===== src/rtl/hdr_insert_sched.sv =====
// Header scheduler: round-robin grants one requester's header per upstream packet.
// The header goes out on the inserter's insert port first. Exactly one packet is
// then gated through, so packet data can never overtake its header.
module hdr_insert_sched #(
  parameter int unsigned DATA_WD      = 32,
  parameter int unsigned DATA_BYTE_WD = DATA_WD / 8,
  parameter int unsigned BYTE_CNT_WD  = $clog2(DATA_BYTE_WD),
  parameter int unsigned NUM_REQ      = 2,
  parameter int unsigned GNT_WD       = $clog2(NUM_REQ)
) (
  input  logic                                 clk,
  input  logic                                 rst_n,
  input  logic [NUM_REQ-1:0]                   req_valid,
  output logic [NUM_REQ-1:0]                   req_ready,
  input  logic [NUM_REQ*DATA_WD-1:0]           req_data,
  input  logic [NUM_REQ*DATA_BYTE_WD-1:0]      req_keep,
  input  logic [NUM_REQ*(BYTE_CNT_WD+1)-1:0]   req_byte_cnt,
  input  logic                                 s_valid,
  output logic                                 s_ready,
  input  logic [DATA_WD-1:0]                   s_data,
  input  logic [DATA_BYTE_WD-1:0]              s_keep,
  input  logic                                 s_last,
  output logic                                 m_valid,
  input  logic                                 m_ready,
  output logic [DATA_WD-1:0]                   m_data,
  output logic [DATA_BYTE_WD-1:0]              m_keep,
  output logic                                 m_last,
  output logic                                 ins_valid,
  input  logic                                 ins_ready,
  output logic [DATA_WD-1:0]                   ins_data,
  output logic [DATA_BYTE_WD-1:0]              ins_keep,
  output logic [BYTE_CNT_WD:0]                 ins_byte_cnt,
  output logic [GNT_WD-1:0]                    grant_id,
  output logic                                 busy,
  output logic                                 cfg_err,
  output logic [15:0]                          pkt_cnt
);

  localparam int unsigned CNT_WD = BYTE_CNT_WD + 1;

  typedef enum logic [1:0] {
    IDLE = 2'd0,
    HDR  = 2'd1,
    PKT  = 2'd2
  } state_t;

  state_t                  state;
  state_t                  state_nxt;
  logic [GNT_WD-1:0]       rr_ptr;
  logic [GNT_WD-1:0]       win_idx;
  logic                    win_found;
  logic [DATA_WD-1:0]      sel_data;
  logic [DATA_BYTE_WD-1:0] sel_keep;
  logic [CNT_WD-1:0]       sel_cnt;
  logic                    cnt_clamp;
  logic [CNT_WD-1:0]       cnt_lat;
  logic                    grant_fire;
  logic                    pkt_done;
  logic [DATA_WD-1:0]      hdr_data_q;
  logic [DATA_BYTE_WD-1:0] hdr_keep_q;
  logic [CNT_WD-1:0]       hdr_cnt_q;
  logic [GNT_WD-1:0]       grant_id_q;
  logic                    cfg_err_q;
  logic [15:0]             pkt_cnt_q;

  // Round-robin search: lowest valid index at or above rr_ptr, else lowest valid overall.
  // Grants are withheld while in reset so a requester is never told it was accepted
  // by a cycle that will not latch its header.
  always_comb begin
    logic              hi_found;
    logic [GNT_WD-1:0] hi_idx;
    logic              lo_found;
    logic [GNT_WD-1:0] lo_idx;
    hi_found = 1'b0;
    hi_idx   = '0;
    lo_found = 1'b0;
    lo_idx   = '0;
    for (int i = int'(NUM_REQ) - 1; i >= 0; i--) begin
      if (req_valid[i]) begin
        lo_found = 1'b1;
        lo_idx   = GNT_WD'(i);
        if (GNT_WD'(i) >= rr_ptr) begin
          hi_found = 1'b1;
          hi_idx   = GNT_WD'(i);
        end
      end
    end
    win_found = lo_found && rst_n;
    win_idx   = hi_found ? hi_idx : lo_idx;
  end

  // Mux the winner's header fields and clamp an oversized byte count.
  always_comb begin
    sel_data = '0;
    sel_keep = '0;
    sel_cnt  = '0;
    for (int i = 0; i < int'(NUM_REQ); i++) begin
      if (win_idx == GNT_WD'(i)) begin
        sel_data = req_data[i*DATA_WD +: DATA_WD];
        sel_keep = req_keep[i*DATA_BYTE_WD +: DATA_BYTE_WD];
        sel_cnt  = req_byte_cnt[i*CNT_WD +: CNT_WD];
      end
    end
    cnt_clamp = (sel_cnt > CNT_WD'(DATA_BYTE_WD));
    cnt_lat   = cnt_clamp ? CNT_WD'(DATA_BYTE_WD) : sel_cnt;
  end

  assign grant_fire = (state == IDLE) && win_found;
  assign pkt_done   = (state == PKT) && s_valid && m_ready && s_last;

  // Next state and handshake/pass-through outputs.
  always_comb begin
    state_nxt = state;
    req_ready = '0;
    s_ready   = 1'b0;
    m_valid   = 1'b0;
    m_data    = '0;
    m_keep    = '0;
    m_last    = 1'b0;
    ins_valid = 1'b0;
    case (state)
      IDLE: begin
        if (win_found) begin
          req_ready[win_idx] = 1'b1;
          state_nxt = (sel_cnt == '0) ? PKT : HDR;
        end
      end
      HDR: begin
        ins_valid = 1'b1;
        if (ins_ready) state_nxt = PKT;
      end
      PKT: begin
        m_valid = s_valid;
        s_ready = m_ready;
        m_data  = s_data;
        m_keep  = s_keep;
        m_last  = s_last;
        if (s_valid && m_ready && s_last) state_nxt = IDLE;
      end
      default: state_nxt = IDLE;
    endcase
  end

  // State register.
  always_ff @(posedge clk) begin
    if (!rst_n) state <= IDLE;
    else        state <= state_nxt;
  end

  // Grant bookkeeping: latch header, advance round-robin pointer, flag clamps.
  always_ff @(posedge clk) begin
    if (!rst_n) begin
      rr_ptr     <= '0;
      grant_id_q <= '0;
      hdr_data_q <= '0;
      hdr_keep_q <= '0;
      hdr_cnt_q  <= '0;
      cfg_err_q  <= 1'b0;
    end else begin
      cfg_err_q <= grant_fire && cnt_clamp;
      if (grant_fire) begin
        grant_id_q <= win_idx;
        rr_ptr     <= (win_idx == GNT_WD'(NUM_REQ - 1)) ? '0 : win_idx + GNT_WD'(1);
        hdr_data_q <= sel_data;
        hdr_keep_q <= sel_keep;
        hdr_cnt_q  <= cnt_lat;
      end
    end
  end

  // Completed-packet counter, wraps naturally.
  always_ff @(posedge clk) begin
    if (!rst_n)        pkt_cnt_q <= '0;
    else if (pkt_done) pkt_cnt_q <= pkt_cnt_q + 16'd1;
  end

  assign ins_data     = hdr_data_q;
  assign ins_keep     = hdr_keep_q;
  assign ins_byte_cnt = hdr_cnt_q;
  assign grant_id     = grant_id_q;
  assign cfg_err      = cfg_err_q;
  assign pkt_cnt      = pkt_cnt_q;
  assign busy         = (state != IDLE);

endmodule


===== config.mk =====
export PLATFORM = sky130hd
export DESIGN_NAME = hdr_insert_sched
export DESIGN_NICKNAME = d
export VERILOG_FILES = /design/src/rtl/hdr_insert_sched.sv
export SDC_FILE = /design/constraint.sdc
export NUM_CORES = 1
export LEC_CHECK = 0
export CORE_ASPECT_RATIO = 0.5
export CORE_MARGIN = 5
export CORE_UTILIZATION = 25
export CTS_BUF_LIST = sky130_fd_sc_hd__clkbuf_8
export DETAILED_ROUTE_END_ITERATION = 8
export GPL_TIMING_DRIVEN = 0
export PLACE_DENSITY = 0.7
export SYNTH_ARGS = -nofsm -noshare
export SYNTH_HDL_FRONTEND = slang
export SYNTH_SLANG_ARGS = --single-unit

===== constraint.sdc =====
create_clock -name clk -period 5.2 [get_ports clk]
set_clock_uncertainty 0.05 [all_clocks]
set_input_delay 0.52 -clock clk [delete_from_list [all_inputs] [get_ports clk]]
set_output_delay 0.52 -clock clk [all_outputs]
set_load 0.01 [all_outputs]

==> summary.txt <==
GRT
  • Vias in the first global route: 3240
  • Initial antenna violation count: 0
  • Largest net degree at the start of global routing: 11
  • First-pass GRT wire length: 17100 µm
  • Congestion Overflow GR: 0
  • Tot GR Track Use: 0.154

Clocking
  • Clock-pin transition on the worst setup and hold timing paths: 0.06 ns
  • Clock Path Buffers: 2
  • Root Buffer: clkbuf_8
  • Count of hold buffers inserted by post-cts repair: 0
  • Worst-Skew Late Latency: 0.34 ns
  • Clock sink count: 60
  • Postcts setup bufs: 0
  • CTS Buf Count: 9
  • H-Tree Depth: 3
  • Post-CTS sizing: 0
  • TritonCTS clock tree: built

Setup path
  • RR Endpoint: ins_data[5]
  • FF-to-FF Start: state[1]
  • Startpoint types: primary input
  • Worst path cell trace: clkdlybuf4s50_1 -> nand2b_1 -> nand2_1 -> buf_1 -> nor2_1 -> clkdlybuf4s50_1
  • Slowest cell delay on critical path: 0.64 ns
  • CP bufs+invs: 3
  • WP data required: 4.63 ns
  • R2R setup slack: 3.10 ns
  • Crit path depth: 6
  • CP dominant cell by count: clkdlybuf4s50_1
  • Critical path class: in2out
  • Crit path max fanout: 10
  • R2R cell count: 5
  • Worst setup EP type: primary output
  • CP max-delay cell: buf_1
  • Worst setup path end: req_ready[1]
  • Worst setup startpoint: req_valid[0]
  • Critical Path AT: 2.64 ns
  • Cell family with most CP delay: buffers and inverters

Synthesis
  • Syn_nets: 465
  • Post-synthesis sequential area ratio: 0.402
  • Ys async rst share: 0
  • Gate Count Post-Synth: 342
  • Synth warnings: 0
  • Post-Syn Area per Cell: 8.74 µm²
  • Top_reg_cell synth: dfxtp_1
  • Synthesized area: 2990 µm²
  • Yosys cell types: 38
  • Yosys reg bits: 60
  • Post-synth EDFFs: 0

Detailed routing
  • Vias per cell: 4.46
  • Vias after detailed routing: 3313
  • Routed wire length per instance: 15.4 µm
  • ANT nets after route: 0
  • WL final: 11500 µm
  • # DRC: 0
  • DR pass1 iterations: 4
  • DR iter-0 viols: 160

Cells and area
  • Final nets: 696
  • Antenna cells: 0
  • Share of cells above drive strength 1: 0.0519
  • Most common cell after layout, fill and taps aside: clkdlybuf4s50_1
  • Design Area, Final: 5590 µm²
  • Most frequent cells in the layout: clkdlybuf4s50_1, dfxtp_1, nor2_1, mux2i_1, and2_1
  • Final core utilization: 0.475
  • Layout Area Growth over Synthesis: 86.9%

Placement
  • Post-DP HPWL: 9440 µm
  • Final Wtd Congestion: 0.773
  • DP Area: 5400 µm²
  • I/O Buffers: 220

Power and ir drop
  • Peak supply drop: 0.122 mV
  • Total Power: 1260 µW
  • Leakage: 0.00214 µW
  • Sequential power share: 0.406
  • Logic pwr share: 0.283
  • Net Sw Frac: 0.276
  • Clock share of power: 0.311
  • P per Cell Area: 226 nW/µm²
  • Internal power: 913 µW
  • Switch Pwr: 348 µW

Timing
  • Final Slew Violations: 0
  • Final Hold Viols: 0
  • Worst-Margin Slew: 0.807 ns
  • Fin Hold WS: 0.425 ns
  • Slew Limit Headroom: 0.462
  • Post-route clock period utilization: 0.618
  • RSZ-0062 raised after global routing: false
  • Min cycle time layout: 3.21 ns
  • Setup TNS: 0 ns
  • Achievable Freq: 0.311 GHz
  • Setup-failing EPs final: 0

Floorplanning
  • Core ar.: 11800 µm²
  • DIE WIDTH: 165 µm
  • Boundary Pins: 222
  • DIE HEIGHT: 87.3 µm
  • FP Rows: 28
  • Die ar.: 14400 µm²
  • Initial core utilization: 0.254

Flow run
  • Max_cap viols: 0

Worst hold path
  • Worst hold path class: reg2reg

Run status
  • Status: finished clean
-- power groups by stage --
stage / Sequential (µW) / Clock [µW] / Combinational (µW)
2_1_floorplan: 536 / 0 / 124
3_3_place_gp: 520 / 0 / 357
3_5_place_dp: 522 / 0 / 360
4_1_cts: 512 / 408 / 362
5_1_grt: 516 / 425 / 383
6_report: 512 / 393 / 357
-- per-layer routing --
| layer | vias up | GRT usage | wire [µm] |
|---|---|---|---|
| met4 | 0 | 0.0536 | 219 |
| li1 | 1662 | - | - |
| met2 | 108 | 0.278 | 5910 |
| met5 | - | 0 | 0 |
| met3 | 18 | 0.0449 | 709 |
| met1 | 1525 | 0.175 | 4630 |
-- worst reg2reg max path, delay by kind of cell (launching register included) --
| family | cells | cell delay, ns |
|---|---|---|
| AO/OA/AOI/OAI | 1 | 0.15 |
| buffers and inverters | 2 | 0.72 |
| flip-flops | 1 | 0.36 |
| AND/OR/NAND/NOR | 2 | 0.67 |
-- registers in the layout, summed over array words and instances, names as in the netlist --
signal / flops
pkt_cnt: 16
ins_byte_cnt: 3
rr_ptr: 1
state: 2
cfg_err: 1
ins_keep: 4
grant_id: 1
ins_data: 32
-- worst min-delay path by stage --
stage                               start         endpoint  slack [ns]  depth (start not counted)
final                     ins_byte_cnt[1]  ins_byte_cnt[1]        0.42                          2
after global routing                rst_n         state[1]        0.45                          2
after CTS                 ins_byte_cnt[1]  ins_byte_cnt[1]        0.43                          2
after detailed placement  ins_byte_cnt[1]  ins_byte_cnt[1]        0.42                          2
after global placement    ins_byte_cnt[1]  ins_byte_cnt[1]        0.41                          2
after floorplan                    rr_ptr           rr_ptr        0.42                          2
-- synthesized netlist by cell type (2+ instances only) --
master	number	area, µm²
nor2b_1	6	37.5
o31ai_1	3	22.5
clkbuf_1	12	45.0
xnor2_1	8	70.1
nand4_1	2	12.5
dfxtp_1	60	1200
inv_1	6	22.5
nand2b_1	3	18.8
nor3_1	4	20.0
a21oi_1	7	35.0
or3_1	2	12.5
nand3_2	2	20.0
or4_1	3	22.5
o21ai_0	6	30.0
buf_1	5	18.8
o21a_1	2	15.0
nand3_1	8	40.0
and2_1	38	238
nand2_1	7	26.3
nor4_1	4	25.0
a211oi_1	37	278
or2_2	2	12.5
mux2i_1	42	420
buf_2	7	35.0
nor2_1	53	199
-- kinds of logic (layout without fill, tap and decap cells) --
| logic type | Yosys count | after routing | share of synthesized area |
|---|---|---|---|
| simple gates | 140 | 140 | 0.245 |
| flops | 60 | 60 | 0.402 |
| compound gates | 59 | 59 | 0.139 |
| mux | 43 | 43 | 0.144 |
| buf+inv | 31 | 267 | 0.0419 |
| xor+xnor | 8 | 8 | 0.0234 |
| fa+ha+maj | 1 | 1 | 0.00419 |
-- final cells by class --
type	count	area (µm²)
plain buffers	24	98.8
clock buffers	12	165
clock inverters	4	23.8
fillers	1153	6180
inverters	7	26.3
multi-input cells	251	1660
flip-flops and latches	60	1200
well taps	165	206
repair buffers	220	2200
-- metrics by stage --
stage                     setup WS (ns)  cells
after floorplan                    3.09    342
after global placement             1.98    727
after detailed placement           1.99    727
after CTS                          1.98    743
after global routing               1.89    743
final                              1.99    743
No activity file was read; power rests on OpenSTA's default activity.
